--- src/rtl/wrt_ingress_ctrl.sv ---
// -----------------------------------------------------------------------------
// wrt_ingress_ctrl
// Write-clock-domain front end of the async FIFO. Producer words arrive on a
// valid/ready handshake and land in a 2-entry skid buffer. The head of that
// buffer is offered to the FIFO (wrt_en/wrt_data) whenever the registered
// full flag is low. Because in_ready is a register, it never depends
// combinationally on full. The block also derives a write-side fill level and
// almost_full from the gray pointers, and counts cycles stalled on full.
//
// Ports:
//   wrt_clk      in   write-domain clock
//   wrt_rst_n    in   asynchronous active-low reset
//   in_valid     in   producer data valid
//   in_data      in   producer data [DW]
//   in_ready     out  block can accept a word this cycle (registered)
//   wrt_en       out  write request to pointer/full block
//   wrt_data     out  data to FIFO memory write port [DW]
//   full         in   registered FIFO full flag
//   wrt_ptr      in   write gray pointer [ADDR_W+1]
//   wq2_rd_ptr   in   read gray pointer synchronized into wrt_clk [ADDR_W+1]
//   fill_level   out  occupancy seen from the write side (registered)
//   almost_full  out  fill_level >= AF_THRESH (registered)
//   stall_cnt    out  saturating count of cycles stalled on full [16]
//   clr_stall    in   synchronous clear of stall_cnt
// -----------------------------------------------------------------------------
module wrt_ingress_ctrl #(
    parameter int DW        = 8,
    parameter int ADDR_W    = 6,
    parameter int AF_THRESH = 56
) (
    input  logic              wrt_clk,
    input  logic              wrt_rst_n,
    input  logic              in_valid,
    input  logic [DW-1:0]     in_data,
    output logic              in_ready,
    output logic              wrt_en,
    output logic [DW-1:0]     wrt_data,
    input  logic              full,
    input  logic [ADDR_W:0]   wrt_ptr,
    input  logic [ADDR_W:0]   wq2_rd_ptr,
    output logic [ADDR_W:0]   fill_level,
    output logic              almost_full,
    output logic [15:0]       stall_cnt,
    input  logic              clr_stall
);

    localparam int PW = ADDR_W + 1;

    // Threshold held at pointer width so the compare is width-matched.
    localparam logic [31:0]   AF_THRESH_W = AF_THRESH;
    localparam logic [PW-1:0] AF_LIM      = AF_THRESH_W[PW-1:0];

    // Gray-to-binary: each binary bit is the XOR of all gray bits at or above it.
    function automatic logic [PW-1:0] gray2bin(input logic [PW-1:0] g);
        logic [PW-1:0] b;
        b[PW-1] = g[PW-1];
        for (int i = PW - 2; i >= 0; i--) begin
            b[i] = b[i+1] ^ g[i];
        end
        return b;
    endfunction

    // Skid buffer: entry 0 is always the head, entry 1 the tail when two are held.
    logic [DW-1:0] ent0_q, ent0_d;
    logic [DW-1:0] ent1_q, ent1_d;
    logic [1:0]    cnt_q, cnt_d;
    logic          in_ready_q;
    logic          push_s;
    logic          pop_s;

    logic [PW-1:0] wbin_s;
    logic [PW-1:0] rbin_s;
    logic [PW-1:0] diff_s;
    logic [PW-1:0] fill_q;
    logic          af_q;
    logic [15:0]   stall_q;

    // full is a register downstream, so gating wrt_en with it forms no loop.
    assign pop_s    = (cnt_q != 2'd0) & ~full;
    assign push_s   = in_valid & in_ready_q;

    assign wrt_en      = pop_s;
    assign wrt_data    = (cnt_q != 2'd0) ? ent0_q : {DW{1'b0}};
    assign in_ready    = in_ready_q;
    assign fill_level  = fill_q;
    assign almost_full = af_q;
    assign stall_cnt   = stall_q;

    // Next-state of the skid buffer from the push/pop pair.
    always_comb begin
        ent0_d = ent0_q;
        ent1_d = ent1_q;
        cnt_d  = cnt_q;
        case ({push_s, pop_s})
            2'b10: begin
                if (cnt_q == 2'd0) begin
                    ent0_d = in_data;
                end else begin
                    ent1_d = in_data;
                end
                cnt_d = cnt_q + 2'd1;
            end
            2'b01: begin
                ent0_d = ent1_q;
                ent1_d = {DW{1'b0}};
                cnt_d  = cnt_q - 2'd1;
            end
            2'b11: begin
                // Count is unchanged; the incoming word lands behind whatever
                // remains after the head leaves.
                if (cnt_q == 2'd1) begin
                    ent0_d = in_data;
                end else begin
                    ent0_d = ent1_q;
                    ent1_d = in_data;
                end
            end
            default: begin
                ent0_d = ent0_q;
                ent1_d = ent1_q;
                cnt_d  = cnt_q;
            end
        endcase
    end

    // Skid buffer storage, occupancy and the registered ready flag.
    always_ff @(posedge wrt_clk or negedge wrt_rst_n) begin
        if (!wrt_rst_n) begin
            ent0_q     <= {DW{1'b0}};
            ent1_q     <= {DW{1'b0}};
            cnt_q      <= 2'd0;
            in_ready_q <= 1'b0;
        end else begin
            ent0_q     <= ent0_d;
            ent1_q     <= ent1_d;
            cnt_q      <= cnt_d;
            in_ready_q <= (cnt_d != 2'd2);
        end
    end

    // Modular pointer difference handles wrap of the extra pointer bit.
    assign wbin_s = gray2bin(wrt_ptr);
    assign rbin_s = gray2bin(wq2_rd_ptr);
    assign diff_s = wbin_s - rbin_s;

    // Fill level and almost_full registered together from the same diff.
    always_ff @(posedge wrt_clk or negedge wrt_rst_n) begin
        if (!wrt_rst_n) begin
            fill_q <= {PW{1'b0}};
            af_q   <= 1'b0;
        end else begin
            fill_q <= diff_s;
            af_q   <= (diff_s >= AF_LIM);
        end
    end

    // Saturating stall counter; clear wins over increment.
    always_ff @(posedge wrt_clk or negedge wrt_rst_n) begin
        if (!wrt_rst_n) begin
            stall_q <= 16'h0000;
        end else if (clr_stall) begin
            stall_q <= 16'h0000;
        end else if ((cnt_q != 2'd0) && full && (stall_q != 16'hFFFF)) begin
            stall_q <= stall_q + 16'h0001;
        end else begin
            stall_q <= stall_q;
        end
    end

endmodule

--- config.mk ---
export PLATFORM = sky130hd
export DESIGN_NAME = wrt_ingress_ctrl
export DESIGN_NICKNAME = d
export VERILOG_FILES = /design/src/rtl/wrt_ingress_ctrl.sv
export SDC_FILE = /design/constraint.sdc
export NUM_CORES = 1
export LEC_CHECK = 0
export ABC_AREA = 0
export BUFFER_PORTS_ARGS = -buffer_cell sky130_fd_sc_hd__buf_2
export CAP_MARGIN = 25
export CORE_UTILIZATION = 50
export DETAILED_ROUTE_END_ITERATION = 6
export HOLD_SLACK_MARGIN = 0.02
export PLACE_DENSITY = 0.77
export SLEW_MARGIN = 20
export SYNTH_ARGS = -nofsm -noshare
export SYNTH_HDL_FRONTEND = slang
export SYNTH_SLANG_ARGS = --single-unit
--- constraint.sdc ---
create_clock -name wrt_clk -period 3.9 [get_ports wrt_clk]
set_input_delay 0.195 -clock wrt_clk [delete_from_list [all_inputs] [get_ports wrt_clk]]
set_output_delay 0.195 -clock wrt_clk [all_outputs]
set_load 0.05 [all_outputs]
== Word level (Yosys, flattened, before mapping) ==
Index checks and enable logic that the tools add are counted.

* Word-level logic and storage cells: 54
* Output and inout port bits: 34
* Flip-flop bits (word level): 43
* Bits of input ports: 27

* Magnitude comparators: 1
* Reductions and logical operators: 8
* Add/subtract/negate cells: 4
* Bitwise operators: 15
* Eq/ne operators: 9
* Mux-type cells: 10

{| class="wikitable"
|+ Operators by type and width
! kind !! number
|-
| $pmux 8 s3 || 2
|-
| $mux 8 || 5
|-
| $mux 16 || 2
|-
| $add 16x1->16 const B || 1
|-
| $ne 16x16->1 const B || 1
|-
| $xor 1x1->1 || 12
|-
| $ne 2x2->1 const B || 4
|-
| $ge 7x6->1 const B || 1
|-
| $sub 7x7->7 || 1
|-
| $eq 2x1->1 const B || 2
|-
| $eq 2x2->1 const B || 2
|-
| $pmux 2 s2 || 1
|-
| $reduce_bool 2->1 || 2
|-
| $reduce_and 3->1 || 1
|-
| $reduce_bool 3->1 || 1
|-
| $add 2x1->2 const B || 1
|-
| $and 1x1->1 || 2
|-
| $logic_and 1x1->1 || 2
|-
| $logic_not 2->1 || 1
|-
| $reduce_and 2->1 || 1
|-
| $sub 2x1->2 const B || 1
|-
| $not 1->1 || 1
|}

== Longest topological paths before layout ==
* Word-level depth: 8
* Depth in mapped cells: 12
* Mapped depth without buffers: 11

== Worst setup path after synthesis ==
No wires, ideal clock.

* Kind: input to register
* From: input wq2_rd_ptr[4]
* To: register fill_q[4] (netlist: fill_level[4])
* Data required time: 3,762 ps
* Library setup time: 138 ps
* Arrival time: 2,954 ps
* Cell stages on the path: 10
* Path buffers: 0
* Slack: 808 ps
* Cell sequence: xnor3_2 -> xnor2_1 -> xnor2_1 -> xor2_1 -> ha_1 -> fa_1 -> nor2b_1 -> nor2_1 -> maj3_2 -> mux4_2

* Cells in the longest elaborated chain, start to end: 6

{| class="wikitable"
|+ RTL lines
! item !! line !! text
|-
| start, declared || 40 || <nowiki>input logic [ADDR_W:0] wq2_rd_ptr,</nowiki>
|-
| $xor 1x1->1 (*) || 58 || <nowiki>b[i] = b[i+1] ^ g[i];</nowiki>
|-
| $xor 1x1->1 (4 in a row) || 58 ||
|-
| $sub 7x7->7 (*) || 144 || <nowiki>assign diff_s = wbin_s - rbin_s;</nowiki>
|-
| via diff_s[4] || 73 || <nowiki>logic [PW-1:0] diff_s;</nowiki>
|-
| end signal, assigned || 149 || <nowiki>fill_q <= {PW{1'b0}};</nowiki>
|-
| end signal, assigned || 152 || <nowiki>fill_q <= diff_s;</nowiki>
|-
| end, declared || 74 || <nowiki>logic [PW-1:0] fill_q;</nowiki>
|}

The timed path passes the listed nets; every way through them passes the cells marked *.
A chain may end at the register's enable or synchronous reset.

== Worst setup path in the final report ==
Ends and elaborated chain as after synthesis.

==> results.sh <==
export IMPL_outcome="finished clean"
export IMPL_grt_first_pass_wirelength_mm=8.22
export IMPL_critPathRequiredTime_ns=4.05
export IMPL_netlist_area_mm2=0.00259
export IMPL_fin_worst_hold_slack_ns=0.185
export IMPL_min_from="in_data[0]"
export IMPL_io_pin_count=61
export IMPL_routed_wl_mm=4.96
export IMPL_synth_to_layout_area_growth_pct=17.7
export IMPL_vias_per_cell=5.16
export IMPL_report_final_hold_viol_count=0
export IMPL_timing_critical_path_to_type="flop"
export IMPL_total_drc_errors_in_the_routed_layout=0
export IMPL_globalplace_congestion=0.852
export IMPL_synth_top_flop_cell="dfrtp_1"
export IMPL_layout_nets=373
export IMPL_drive_gt1_share_pct=21.6
export IMPL_drv_max_cap_violation_count=0
export IMPL_first_global_vias=1869
export IMPL_die_w_um=74.0
export IMPL_clk_transition_reported_paths_ns=0.07
export IMPL_worst_endpoint_data_arrival_time_ns=3.29
export IMPL_final_worst_clock_skew_ns=0.00532
export IMPL_final_critical_delay_including_setup_and_external_delays_ns=3.14
export IMPL_power_density_mw_per_mm2=672
export IMPL_core_area_mm2=0.00485
export IMPL_fin_setup_tns_ns=0
export IMPL_synth_async_reset_ratio_pct=100
export IMPL_route_vias_total=2062
export IMPL_dp_cells=392
export IMPL_critical_path_max_stage_delay_ns=0.49
export IMPL_cts_sinks=43
export IMPL_placed_area_mm2=0.00294
export IMPL_worstPathCellList="buf_2 > xnor3_2 > xnor2_1 > xnor2_1 > xor2_1 > ha_1 > fa_1 > nor2b_1 > nor2_1 > maj3_2 > mux4_2"
export IMPL_count_of_flip_flops_with_a_built_in_enable_after_synthesis=0
export IMPL_antennaDiodeCount=0
export IMPL_post_synth_num_cell_types=43
export IMPL_die_height_um=74.0
export IMPL_dieArea_mm2=0.00547
export IMPL_synth_seq_cells=43
export IMPL_cts_root_buffer="clkbuf_8"
export IMPL_post_cts_setup_buffer_count=0
export IMPL_yosys_warnings=0
export IMPL_drt_initial_drc_count=150
export IMPL_timing_max_slew_rel_slack_pct=60.5
export IMPL_antenna_violations_before_repair=0
export IMPL_timing_worst_slew_pin_value_ns=0.591
export IMPL_numPortBuffers=60
export IMPL_cts_made_buffers=5
export IMPL_crit_path_class="primary input to flop"
export IMPL_grt_start_max_net_pins=44
export IMPL_worst_setup_path_startpoint="wq2_rd_ptr[4]"
export IMPL_crit_top_cell="xnor2_1"
export IMPL_synth_nets=313
export IMPL_post_layout_nonfiller_instances=400
export IMPL_final_period_utilization_pct=80.5
export IMPL_clock_tree_from_tritoncts="yes"
export IMPL_crit_path_max_fo=7
export IMPL_ant_nets=0
export IMPL_synthCells=274
export IMPL_global_route_usage_total_pct=19.5
export IMPL_avgSynthCellArea_um2=9.45
export IMPL_worst_path_buf_inv=1
export IMPL_clock_latency_ns=0.28
export IMPL_post_layout_inst_area_mm2=0.00305
export IMPL_setup_violation_total_in_the_final_timing_report=0
export IMPL_cp_start_kind="primary input"
export IMPL_vdd_ir_drop_worst_uv=327
export IMPL_hold_path_class="primary input to flop"
export IMPL_floorplan_initialDensity_pct=53.4
export IMPL_power_leakage_nw=1.49
export IMPL_drt_pass1_iter_count=4
export IMPL_h_tree_lvls=2
export IMPL_avgRoutedWirePerCell_um=12.4
export IMPL_clock_path_buffers=2
export IMPL_slew_viol_final=0
export IMPL_grt_ovfl_total=0
export IMPL_max_frequency_mhz=319
export IMPL_path_delay_family="XOR/XNOR gates"
export IMPL_grt_setup_unrepaired="no"
export IMPL_crit_reg2reg_launch="cnt_q[0]"
export IMPL_yosysSeqAreaShare_pct=41.6
export IMPL_rows=25
export IMPL_worst_path_max_delay_cell="xnor3_2"
export IMPL_detailedPlacementHpwl_mm=3.72
## power by group
part           internal [mW]  switching [mW]
registers              0.590          0.0617
clock network          0.119           0.130
logic                  0.351           0.796
total                   1.06           0.987
## final timing paths
| kind | depth (start not counted) | endpoint | slack (ns) |
|---|---|---|---|
| min | 3 | ent1_q[0] | 0.18 |
| max reg2reg | 8 | ent0_q[5] | 1.40 |
| max | 11 | fill_level[4] | 0.76 |
| min in group asynchronous | 2 | stall_cnt[14] | 0.41 |
| max in group asynchronous | 3 | ent1_q[5] | 3.01 |
| min reg2reg | 2 | ent1_q[4] | 0.48 |
## worst reg2reg max path, delay by kind of cell (launching register included)
family | cells | cell delay, ns
AND/OR/NAND/NOR | 2 | 0.80
AO/OA/AOI/OAI | 3 | 0.45
buffers and inverters | 1 | 0.07
adder cells (fa/ha/maj) | 2 | 0.76
flip-flops | 1 | 0.35
## layout by cell type, fill, tap and decap left out, drive strengths merged, types with 2 or more instances in the layout
cell / count
nor4: 2
nor2: 30
a211oi: 3
nor2b: 12
ha: 11
dfrtp: 43
a21oi: 15
mux2i: 4
xnor2: 17
maj3: 2
a22oi: 8
xnor3: 2
nand3: 3
and3: 5
nand2b: 12
nand2: 19
clkbuf: 6
xor2: 15
buf: 61
a31oi: 3
inv: 13
and4: 2
nand4: 6
nor3: 3
o21ai: 16
and2: 2
o211ai: 4
## logic make-up after synthesis
group / Yosys count / synth area share (%)
flops: 43 / 41.6
buf+inv: 22 / 3.29
compound gates: 56 / 13.2
mux: 5 / 2.42
simple gates: 100 / 20.0
xor+xnor: 34 / 12.7
fa+ha+maj: 14 / 6.91
## per-layer routing
layer	vias to the layer above	share of wire (%)	track usage (%)
li1	1065	-	-
met1	938	46	26.3
met2	57	50	32.7
met3	2	3.9	3.25
met4	0	0.71	5.34
met5	-	0	0
## registers in the layout, indices dropped and copies added (netlist names)
register     cells
ent1_q           8
fill_level       7
stall_cnt       16
ent0_q           8
cnt_q            2
almost_full      1
in_ready         1
## Yosys cell counts, types with 2 or more instances
library cell  count  area, µm²
nand2_1          19       71.3
nor2_1           30        113
a31oi_1           3       18.8
a21oi_1          15       75.1
xor2_1           15        131
nand4_2           2       25.0
and2_1            2       12.5
inv_1            13       48.8
xnor3_2           2       47.6
a22oi_1           8       60.1
nand4_1           4       25.0
buf_2             2       10.0
nand2b_1         12       75.1
ha_1             11        138
clkbuf_1          6       22.5
mux2i_1           4       40.0
and3_1            5       31.3
o211ai_1          4       30.0
a211oi_1          3       22.5
nor2b_1          12       75.1
xnor2_1          17        149
nor4_1            2       12.5
and4_1            2       17.5
nand3_1           3       15.0
o21ai_0          16       80.1
nor3_1            3       15.0
dfrtp_1          43       1080
## stage by stage
| step | power [mW] | util [%] | worst slack (ns) |
|---|---|---|---|
| floorplan | 1.57 | - | 0.808 |
| global placement | 1.78 | 60.6 | 0.579 |
| detailed placement | 1.81 | 60.6 | 0.461 |
| CTS | 2.06 | 62.1 | 0.756 |
| global route | 2.21 | 62.8 | 0.599 |
| finish | 2.05 | 62.8 | 0.761 |
## layout make-up
class,instances,area [µm²]
Timing Repair Buffer,62,338
Inverter,13,48.8
Sequential cell,43,1080
Fill cell,423,1800
Tap cell,67,83.8
Multi-Input combinational cell,209,1430
Clock buffer,6,72.6
## timing repair
| item | CTS | global route |
|---|---|---|
| gates resized for setup | 0 | 0 |
| hold endpoints to repair | 0 | 19 |
| setup endpoints to repair | 0 | 0 |
| hold buffers | 0 | 1 |
(Power assumes the default switching activity.)
